File: config.mk
export PLATFORM = sky130hd
export DESIGN_NAME = apb_arbiter_flat
export DESIGN_NICKNAME = d
export VERILOG_FILES = /design/src/rtl/apb_arb_pkg.sv /design/src/rtl/apb_arbiter_if.sv /design/src/rtl/apb_arbiter_rr_picker.sv /design/src/rtl/apb_arbiter.sv /design/src/flat_wrapper.sv
export SDC_FILE = /design/constraint.sdc
export NUM_CORES = 1
export LEC_CHECK = 0
export BUFFER_PORTS_ARGS = -buffer_cell sky130_fd_sc_hd__buf_2
export CAP_MARGIN = 15
export CORE_AREA = 3 3 167 169
export DETAILED_ROUTE_END_ITERATION = 16
export DIE_AREA = 0 0 170 172
export GPL_ROUTABILITY_DRIVEN = 0
export GPL_TIMING_DRIVEN = 0
export PLACE_DENSITY = 0.65
export REMOVE_ABC_BUFFERS = 1
export SLEW_MARGIN = 20
export SYNTH_ARGS = -nofsm -noshare
export SYNTH_HDL_FRONTEND = slang
export SYNTH_SLANG_ARGS = --single-unit
File: constraint.sdc
create_clock -name PCLK -period 6.3 [get_ports PCLK]
set_input_delay 0.315 -clock PCLK [delete_from_list [all_inputs] [get_ports PCLK]]
set_output_delay 0.315 -clock PCLK [all_outputs]
set_load 0.05 [all_outputs]
File: src/rtl/apb_arb_pkg.sv
// ---------------------------------------------------------------------------
// apb_arb_pkg
// Shared constants for the APB requester arbiter:
//   - FSM state encodings (IDLE / BUSY / DONE)
//   - default parameter values for the arbiter and its interface
//   - ptr_width(): width of a requester index (never narrower than 1 bit)
// ---------------------------------------------------------------------------
package apb_arb_pkg;

    localparam logic [1:0] ST_IDLE = 2'b00;
    localparam logic [1:0] ST_BUSY = 2'b01;
    localparam logic [1:0] ST_DONE = 2'b11;

    localparam int DEF_NUM_REQ        = 4;
    localparam int DEF_DATA_WIDTH     = 32;
    localparam int DEF_ADDRESS_WIDTH  = 32;
    localparam int DEF_STRB_WIDTH     = 4;
    localparam int DEF_TIMEOUT_CYCLES = 16;

    function automatic int ptr_width(input int n);
        return (n > 1) ? $clog2(n) : 1;
    endfunction

endpackage

File: src/rtl/apb_arbiter_if.sv
// ---------------------------------------------------------------------------
// apb_arbiter_if
// Bundles every signal of the arbiter except clock and reset.
//   Requester side : REQ_VALID/ADDR/DATA/WRITE/STRB in, REQ_GNT out,
//                    RSP_VALID/RSP_RDATA/RSP_ERR out
//   Master side    : IN_ADDR/DATA/WRITE/STRB + Transfer out,
//                    PENABLE/PREADY/PSLVERR/OUT_RDATA in
// Modports:
//   master - taken by the arbiter (it acts as the command source of the
//            shared APB master)
//   slave  - taken by the surrounding logic (requesters + APB master)
// ---------------------------------------------------------------------------
interface apb_arbiter_if import apb_arb_pkg::*; #(
    parameter int NUM_REQ       = DEF_NUM_REQ,
    parameter int DATA_WIDTH    = DEF_DATA_WIDTH,
    parameter int ADDRESS_WIDTH = DEF_ADDRESS_WIDTH,
    parameter int STRB_WIDTH    = DEF_STRB_WIDTH
) ();

    logic [NUM_REQ-1:0]               REQ_VALID;
    logic [NUM_REQ*ADDRESS_WIDTH-1:0] REQ_ADDR;
    logic [NUM_REQ*DATA_WIDTH-1:0]    REQ_DATA;
    logic [NUM_REQ-1:0]               REQ_WRITE;
    logic [NUM_REQ*STRB_WIDTH-1:0]    REQ_STRB;
    logic [NUM_REQ-1:0]               REQ_GNT;
    logic [NUM_REQ-1:0]               RSP_VALID;
    logic [DATA_WIDTH-1:0]            RSP_RDATA;
    logic                             RSP_ERR;
    logic [ADDRESS_WIDTH-1:0]         IN_ADDR;
    logic [DATA_WIDTH-1:0]            IN_DATA;
    logic                             IN_WRITE;
    logic [STRB_WIDTH-1:0]            IN_STRB;
    logic                             Transfer;
    logic                             PENABLE;
    logic                             PREADY;
    logic                             PSLVERR;
    logic [DATA_WIDTH-1:0]            OUT_RDATA;

    modport master (
        input  REQ_VALID, REQ_ADDR, REQ_DATA, REQ_WRITE, REQ_STRB,
        input  PENABLE, PREADY, PSLVERR, OUT_RDATA,
        output REQ_GNT, RSP_VALID, RSP_RDATA, RSP_ERR,
        output IN_ADDR, IN_DATA, IN_WRITE, IN_STRB, Transfer
    );

    modport slave (
        output REQ_VALID, REQ_ADDR, REQ_DATA, REQ_WRITE, REQ_STRB,
        output PENABLE, PREADY, PSLVERR, OUT_RDATA,
        input  REQ_GNT, RSP_VALID, RSP_RDATA, RSP_ERR,
        input  IN_ADDR, IN_DATA, IN_WRITE, IN_STRB, Transfer
    );

endinterface

File: src/rtl/apb_arbiter_rr_picker.sv
// ---------------------------------------------------------------------------
// rr_picker
// Purely combinational round-robin selector.
//   req   [NUM_REQ] : request vector
//   ptr   [PW]      : index where the search starts (highest priority)
//   gnt   [NUM_REQ] : one-hot winner (all zero when nothing requests)
//   valid           : at least one request present
// ---------------------------------------------------------------------------
module rr_picker import apb_arb_pkg::*; #(
    parameter int NUM_REQ = DEF_NUM_REQ,
    parameter int PW      = ptr_width(NUM_REQ)
) (
    input  logic [NUM_REQ-1:0] req,
    input  logic [PW-1:0]      ptr,
    output logic [NUM_REQ-1:0] gnt,
    output logic               valid
);

    localparam int PW1 = PW + 1;

    // pos = (ptr + off) mod NUM_REQ; one extra bit holds the unwrapped sum
    logic [PW:0] pos;

    always_comb begin
        gnt   = '0;
        valid = 1'b0;
        pos   = '0;
        for (int off = 0; off < NUM_REQ; off++) begin
            pos = {1'b0, ptr} + PW1'(off);
            if (pos >= PW1'(NUM_REQ)) begin
                pos = pos - PW1'(NUM_REQ);
            end
            if (!valid && req[pos[PW-1:0]]) begin
                gnt[pos[PW-1:0]] = 1'b1;
                valid            = 1'b1;
            end
        end
    end

endmodule

File: src/rtl/apb_arbiter.sv
// ---------------------------------------------------------------------------
// apb_arbiter
// Shares one APB master between NUM_REQ requesters. A round-robin winner is
// picked in IDLE, its command is latched onto IN_* and Transfer is raised
// until the master reports PENABLE&PREADY; the response is then returned to
// the owning requester as a one-cycle RSP_VALID pulse.
// Ports:
//   PCLK   - clock
//   PRESET - asynchronous, active-high reset
//   bus    - apb_arbiter_if.master (requester and APB master signals)
// Build option:
//   APB_ARB_TIMEOUT_EN - adds a BUSY watchdog of TIMEOUT_CYCLES cycles that
//                        completes the transfer with RSP_ERR=1.
// ---------------------------------------------------------------------------
module apb_arbiter import apb_arb_pkg::*; #(
    parameter int NUM_REQ        = DEF_NUM_REQ,
    parameter int DATA_WIDTH     = DEF_DATA_WIDTH,
    parameter int ADDRESS_WIDTH  = DEF_ADDRESS_WIDTH,
    parameter int STRB_WIDTH     = DEF_STRB_WIDTH,
    parameter int TIMEOUT_CYCLES = DEF_TIMEOUT_CYCLES
) (
    input  logic          PCLK,
    input  logic          PRESET,
    apb_arbiter_if.master bus
);

    localparam int              PW       = ptr_width(NUM_REQ);
    localparam logic [PW-1:0]   LAST_IDX = PW'(NUM_REQ - 1);

    if (TIMEOUT_CYCLES < 1) begin : g_bad_timeout
        $error("apb_arbiter: TIMEOUT_CYCLES must be at least 1");
    end

    logic [1:0]               state_reg, state_next;
    logic [PW-1:0]            ptr_reg, owner_reg, win_idx;
    logic                     err_reg;
    logic [NUM_REQ-1:0]       gnt_reg, rsp_valid_reg, pick_gnt;
    logic                     pick_valid;
    logic [DATA_WIDTH-1:0]    rsp_rdata_reg;
    logic                     rsp_err_reg;
    logic [ADDRESS_WIDTH-1:0] in_addr_reg;
    logic [DATA_WIDTH-1:0]    in_data_reg;
    logic                     in_write_reg;
    logic [STRB_WIDTH-1:0]    in_strb_reg;
    logic                     apb_done;
    logic                     to_hit;

    // Per-requester views of the flattened command buses
    logic [ADDRESS_WIDTH-1:0] req_addr_arr [NUM_REQ];
    logic [DATA_WIDTH-1:0]    req_data_arr [NUM_REQ];
    logic [STRB_WIDTH-1:0]    req_strb_arr [NUM_REQ];

    for (genvar gi = 0; gi < NUM_REQ; gi++) begin : g_slice
        assign req_addr_arr[gi] = bus.REQ_ADDR[gi*ADDRESS_WIDTH +: ADDRESS_WIDTH];
        assign req_data_arr[gi] = bus.REQ_DATA[gi*DATA_WIDTH +: DATA_WIDTH];
        assign req_strb_arr[gi] = bus.REQ_STRB[gi*STRB_WIDTH +: STRB_WIDTH];
    end

    rr_picker #(
        .NUM_REQ (NUM_REQ),
        .PW      (PW)
    ) u_picker (
        .req   (bus.REQ_VALID),
        .ptr   (ptr_reg),
        .gnt   (pick_gnt),
        .valid (pick_valid)
    );

    always_comb begin
        win_idx = '0;
        for (int i = 0; i < NUM_REQ; i++) begin
            if (pick_gnt[i]) begin
                win_idx = PW'(i);
            end
        end
    end

    assign apb_done = bus.PENABLE & bus.PREADY;

`ifdef APB_ARB_TIMEOUT_EN
    localparam int TW = $clog2(TIMEOUT_CYCLES + 1);
    logic [TW-1:0] to_cnt_reg;

    // Counter is zero on the first BUSY cycle, so the hit lands on the
    // TIMEOUT_CYCLES-th BUSY cycle.
    assign to_hit = (state_reg == ST_BUSY) && (to_cnt_reg == TW'(TIMEOUT_CYCLES - 1));

    always_ff @(posedge PCLK or posedge PRESET) begin
        if (PRESET) begin
            to_cnt_reg <= '0;
        end else if (state_reg != ST_BUSY) begin
            to_cnt_reg <= '0;
        end else begin
            to_cnt_reg <= to_cnt_reg + TW'(1);
        end
    end
`else
    assign to_hit = 1'b0;
`endif

    // Completion takes precedence over a watchdog hit in the same cycle.
    always_comb begin
        state_next = state_reg;
        case (state_reg)
            ST_IDLE: if (pick_valid) state_next = ST_BUSY;
            ST_BUSY: if (apb_done || to_hit) state_next = ST_DONE;
            ST_DONE: state_next = ST_IDLE;
            default: state_next = ST_IDLE;
        endcase
    end

    always_ff @(posedge PCLK or posedge PRESET) begin
        if (PRESET) begin
            state_reg     <= ST_IDLE;
            ptr_reg       <= '0;
            owner_reg     <= '0;
            err_reg       <= 1'b0;
            gnt_reg       <= '0;
            rsp_valid_reg <= '0;
            rsp_rdata_reg <= '0;
            rsp_err_reg   <= 1'b0;
            in_addr_reg   <= '0;
            in_data_reg   <= '0;
            in_write_reg  <= 1'b0;
            in_strb_reg   <= '0;
        end else begin
            state_reg     <= state_next;
            gnt_reg       <= '0;
            rsp_valid_reg <= '0;
            case (state_reg)
                ST_IDLE: begin
                    if (pick_valid) begin
                        gnt_reg      <= pick_gnt;
                        owner_reg    <= win_idx;
                        ptr_reg      <= (win_idx == LAST_IDX) ? '0 : win_idx + PW'(1);
                        err_reg      <= 1'b0;
                        in_addr_reg  <= req_addr_arr[win_idx];
                        in_data_reg  <= req_data_arr[win_idx];
                        in_write_reg <= bus.REQ_WRITE[win_idx];
                        in_strb_reg  <= req_strb_arr[win_idx];
                    end
                end
                ST_BUSY: begin
                    if (apb_done) begin
                        err_reg <= bus.PSLVERR;
                    end else if (to_hit) begin
                        err_reg <= 1'b1;
                    end
                end
                ST_DONE: begin
                    // Response is registered here so it appears in the cycle
                    // after DONE, together with the master back in IDLE.
                    rsp_valid_reg[owner_reg] <= 1'b1;
                    rsp_rdata_reg            <= bus.OUT_RDATA;
                    rsp_err_reg              <= err_reg;
                end
                default: ;
            endcase
        end
    end

    assign bus.REQ_GNT   = gnt_reg;
    assign bus.RSP_VALID = rsp_valid_reg;
    assign bus.RSP_RDATA = rsp_rdata_reg;
    assign bus.RSP_ERR   = rsp_err_reg;
    assign bus.IN_ADDR   = in_addr_reg;
    assign bus.IN_DATA   = in_data_reg;
    assign bus.IN_WRITE  = in_write_reg;
    assign bus.IN_STRB   = in_strb_reg;
    assign bus.Transfer  = (state_reg == ST_BUSY) & ~apb_done & ~to_hit;

endmodule

File: src/flat_wrapper.sv
// flat-port wrapper written by rule: the top's interface ports become plain ports
module apb_arbiter_flat import apb_arb_pkg::*;
#(
    parameter int NUM_REQ        = DEF_NUM_REQ,
    parameter int DATA_WIDTH     = DEF_DATA_WIDTH,
    parameter int ADDRESS_WIDTH  = DEF_ADDRESS_WIDTH,
    parameter int STRB_WIDTH     = DEF_STRB_WIDTH,
    parameter int TIMEOUT_CYCLES = DEF_TIMEOUT_CYCLES
)
  (PCLK, PRESET, bus_REQ_VALID, bus_REQ_ADDR, bus_REQ_DATA, bus_REQ_WRITE, bus_REQ_STRB, bus_PENABLE, bus_PREADY, bus_PSLVERR, bus_OUT_RDATA, bus_REQ_GNT, bus_RSP_VALID, bus_RSP_RDATA, bus_RSP_ERR, bus_IN_ADDR, bus_IN_DATA, bus_IN_WRITE, bus_IN_STRB, bus_Transfer);
  apb_arbiter_if #(.NUM_REQ(NUM_REQ), .DATA_WIDTH(DATA_WIDTH), .ADDRESS_WIDTH(ADDRESS_WIDTH), .STRB_WIDTH(STRB_WIDTH)) bus_i ();
  input  logic PCLK;
  input  logic PRESET;
  input wire logic [$bits(bus_i.REQ_VALID)-1:0] bus_REQ_VALID;
  input wire logic [$bits(bus_i.REQ_ADDR)-1:0] bus_REQ_ADDR;
  input wire logic [$bits(bus_i.REQ_DATA)-1:0] bus_REQ_DATA;
  input wire logic [$bits(bus_i.REQ_WRITE)-1:0] bus_REQ_WRITE;
  input wire logic [$bits(bus_i.REQ_STRB)-1:0] bus_REQ_STRB;
  input wire logic [$bits(bus_i.PENABLE)-1:0] bus_PENABLE;
  input wire logic [$bits(bus_i.PREADY)-1:0] bus_PREADY;
  input wire logic [$bits(bus_i.PSLVERR)-1:0] bus_PSLVERR;
  input wire logic [$bits(bus_i.OUT_RDATA)-1:0] bus_OUT_RDATA;
  output wire logic [$bits(bus_i.REQ_GNT)-1:0] bus_REQ_GNT;
  output wire logic [$bits(bus_i.RSP_VALID)-1:0] bus_RSP_VALID;
  output wire logic [$bits(bus_i.RSP_RDATA)-1:0] bus_RSP_RDATA;
  output wire logic [$bits(bus_i.RSP_ERR)-1:0] bus_RSP_ERR;
  output wire logic [$bits(bus_i.IN_ADDR)-1:0] bus_IN_ADDR;
  output wire logic [$bits(bus_i.IN_DATA)-1:0] bus_IN_DATA;
  output wire logic [$bits(bus_i.IN_WRITE)-1:0] bus_IN_WRITE;
  output wire logic [$bits(bus_i.IN_STRB)-1:0] bus_IN_STRB;
  output wire logic [$bits(bus_i.Transfer)-1:0] bus_Transfer;
  assign bus_i.REQ_VALID = bus_REQ_VALID;
  assign bus_i.REQ_ADDR = bus_REQ_ADDR;
  assign bus_i.REQ_DATA = bus_REQ_DATA;
  assign bus_i.REQ_WRITE = bus_REQ_WRITE;
  assign bus_i.REQ_STRB = bus_REQ_STRB;
  assign bus_i.PENABLE = bus_PENABLE;
  assign bus_i.PREADY = bus_PREADY;
  assign bus_i.PSLVERR = bus_PSLVERR;
  assign bus_i.OUT_RDATA = bus_OUT_RDATA;
  assign bus_REQ_GNT = bus_i.REQ_GNT;
  assign bus_RSP_VALID = bus_i.RSP_VALID;
  assign bus_RSP_RDATA = bus_i.RSP_RDATA;
  assign bus_RSP_ERR = bus_i.RSP_ERR;
  assign bus_IN_ADDR = bus_i.IN_ADDR;
  assign bus_IN_DATA = bus_i.IN_DATA;
  assign bus_IN_WRITE = bus_i.IN_WRITE;
  assign bus_IN_STRB = bus_i.IN_STRB;
  assign bus_Transfer = bus_i.Transfer;
  apb_arbiter #(.NUM_REQ(NUM_REQ), .DATA_WIDTH(DATA_WIDTH), .ADDRESS_WIDTH(ADDRESS_WIDTH), .STRB_WIDTH(STRB_WIDTH), .TIMEOUT_CYCLES(TIMEOUT_CYCLES)) u_core (.PCLK(PCLK), .PRESET(PRESET), .bus(bus_i));
endmodule
==> impl_results.md <==
- Number of max-cap violations: 0
- Final Hold Vio Count: 0
- Overall Power: 6.85 mW
- Crit path DAT: 4.64 ns
- Global-route wire length before repair: 48500 µm
- Fin crit share: 0.691
- Fin. max-slew vios: 0
- Post-CTS Setup Bufs: 0
- Final core utilization: 0.431
- Vias per inst: 5.44
- Clk sinks: 117
- Synth Area per Inst: 8.51 µm²
- Wire length per cell: 18.9 µm
- Rows: 60
- Crit end category: flip-flop
- Final instance area: 0.0115 mm²
- Max transition margin: 0.447
- Initial antenna violation count: 0
- Ant diodes: 0
- CP Data Required Time: 6.58 ns
- Worst slew pin tran: 0.827 ns
- Hold WC Path Type: in2reg
- Dpl hpwl: 23600 µm
- Final setup fails: 0
- Synth-to-Final Area Change: 40.1%
- GR Util All Layers: 0.208
- Cell area after synthesis: 0.00823 mm²
- Tmin final: 4.35 ns
- #FFs+latches synth: 117
- Worst vdd ir: 0.404 mV
- Starting Density: 0.308
- Placed cell area: 0.0109 mm²
- Setup TNS: 0 ns
- CTS tree: built
- Ratio of cells with drive above 1 in the final layout: 0.420
- Status: finished, final reports clean
- Clock buffer depth: 2
- Cts bufs inserted: 17
- Total core area: 0.0267 mm²
- Maximum fanout along the worst path: 14
- Total die area: 0.0292 mm²
- # nets final: 1669
- Crit path launch type: flip-flop
- Leakage: 5.32 nW
- Clk slew on worst S/H paths: 0.07 ns
- Vias in the first global route: 9023
- Initial DRC count: 451
- TritonRoute pass-1 iters: 7
- Largest net degree at the start of global routing: 74
- I/O pins: 428
- PostCTS Resize Cnt: 0
- ANT nets after route: 0
- Hold-fix buffers at CTS: 1
- Total grt overflow: 0
- Root Buffer: clkbuf_16
- F_max: 230 MHz
- Worst-Skew Late Latency: 0.41 ns
- Final wirelength: 32100 µm
- Chip height: 172 µm
- Pwr dens: 594 mW/mm²
- Remaining DRCs: 0
- Netlist cell types: 45
- Skew final: 0.0133 ns
- Type of the worst setup path: reg2reg
- Register area share after synthesis: 0.356
- Vias: 9237
- Synth Warn #: 0
- Post-synthesis instance total: 967
- RSZ-0062 raised after global routing: no
- CTS HTree Levels: 4
- PortBufs: 427
- Die Span X: 170 µm
-- worst max-delay path, stage by stage (launching register included) --
cell,delay (ns)
dfrtp_1,0.70
inv_1,0.31
ha_1,0.50
mux4_2,0.58
and2_1,0.21
o211ai_1,0.22
nand4_1,0.69
buf_8,0.42
o21ai_2,0.20
ha_1,0.25
nand2_1,0.05
o21ai_0,0.08
-- path summary, 6_finish.rpt --
check | startpoint | endpoint | slack, ns | cells past startpoint
max | u_core.ptr_reg[0]$_DFFE_PP0P_ | u_core.ptr_reg[1]$_DFFE_PP0P_ | 1.95 | 11
min | bus_PSLVERR | u_core.err_reg$_DFFE_PP0P_ | 0.13 | 2
max reg2reg | u_core.ptr_reg[0]$_DFFE_PP0P_ | u_core.ptr_reg[1]$_DFFE_PP0P_ | 1.95 | 11
min reg2reg | u_core.bus.RSP_RDATA[12]$_DFFE_PP0P_ | u_core.bus.RSP_RDATA[12]$_DFFE_PP0P_ | 0.50 | 1
max in group asynchronous | PRESET | u_core.bus.IN_ADDR[25]$_DFFE_PP0P_ | 5.14 | 4
min in group asynchronous | PRESET | u_core.bus.RSP_RDATA[27]$_DFFE_PP0P_ | 0.44 | 3
-- Yosys cell counts (all sizes together) --
cell type | number | area, µm²
a2111o | 1 | 11.3
a2111oi | 3 | 82.6
a211oi | 69 | 613
a21oi | 72 | 372
a22o | 1 | 8.76
a31oi | 71 | 444
and2 | 1 | 6.26
and3 | 4 | 25.0
and4 | 2 | 17.5
buf | 57 | 379
clkbuf | 48 | 180
dfrtp | 117 | 2930
ha | 7 | 87.6
inv | 73 | 274
mux2 | 38 | 428
mux2i | 3 | 37.5
mux4 | 2 | 45.0
nand2 | 82 | 308
nand2b | 5 | 31.3
nand3 | 69 | 345
nand3b | 1 | 7.51
nand4 | 1 | 6.26
nor2 | 76 | 285
nor3 | 2 | 10.0
nor3b | 4 | 30.0
nor4 | 1 | 6.26
nor4b | 1 | 8.76
nor4bb | 1 | 10.0
o2111ai | 1 | 8.76
o211ai | 71 | 533
o21a | 3 | 23.8
o21ai | 6 | 37.5
o22ai | 2 | 12.5
o2bb2ai | 69 | 604
o31ai | 1 | 7.51
or3 | 1 | 6.26
or3b | 1 | 8.76
-- power breakdown --
| part | switching [mW] | internal, mW |
|---|---|---|
| combinational | 3.09 | 1.44 |
| sequential | 0.185 | 1.05 |
| clock | 0.421 | 0.667 |
-- routing by layer --
| metal | vias to the layer above | wire [µm] | global-route usage |
|---|---|---|---|
| met5 | - | 0 | 0 |
| met4 | 0 | 1390 | 0.114 |
| met3 | 86 | 2650 | 0.0482 |
| met2 | 498 | 14900 | 0.335 |
| met1 | 4325 | 13100 | 0.259 |
| li1 | 4328 | - | - |
-- cell usage in the layout, fill, tap and decap left out, types with 2 or more instances in the layout --
| master | n |
|---|---|
| buf_12 | 4 |
| bufinv_16 | 4 |
| clkbuf_16 | 17 |
| nand2b_1 | 4 |
| nor3b_1 | 4 |
| o21a_4 | 2 |
| inv_1 | 72 |
| clkinv_4 | 5 |
| mux2_2 | 38 |
| a211oi_2 | 19 |
| buf_16 | 12 |
| nand3_1 | 69 |
| a211oi_1 | 50 |
| o2bb2ai_1 | 69 |
| clkinv_2 | 2 |
| ha_1 | 7 |
| o21ai_1 | 2 |
| mux2i_2 | 2 |
| a31oi_1 | 71 |
| and3_1 | 4 |
| o22ai_1 | 2 |
| dfrtp_1 | 117 |
| buf_6 | 10 |
| a2111oi_4 | 3 |
| inv_6 | 3 |
| o211ai_1 | 71 |
| nor2_1 | 76 |
| nand2_1 | 81 |
| a21oi_1 | 71 |
| mux4_2 | 2 |
| buf_2 | 427 |
| buf_4 | 9 |
| o21ai_0 | 2 |
-- metrics by stage --
stage / hold slack, ns / setup slack, ns / cells
global placement: 0.481 / -2.61 / 1630
finish: 0.129 / 1.95 / 1698
CTS: 0.108 / 1.75 / 1698
detailed placement: 0.337 / 1.78 / 1666
global route: 0.115 / 1.63 / 1698
floorplan: 0.440 / 0.706 / 862
-- kinds of logic after synthesis --
group / count (synthesis) / synth area share
DFF: 117 / 0.356
buffers and inverters: 178 / 0.101
AOI/OAI and AO/OA: 370 / 0.335
and+or+nand+nor: 252 / 0.135
adders and majority gates: 7 / 0.0106
muxes: 43 / 0.0620
-- layout make-up --
cell class | count | area, µm²
repair buffers | 464 | 2750
clock inverters | 14 | 200
multi-input cells | 672 | 4510
clock buffers | 17 | 425
well taps | 341 | 427
flip-flops and latches | 117 | 2930
inverters | 73 | 282
fillers | 2693 | 15200
Note: power is estimated with default switching activity, not from simulation.
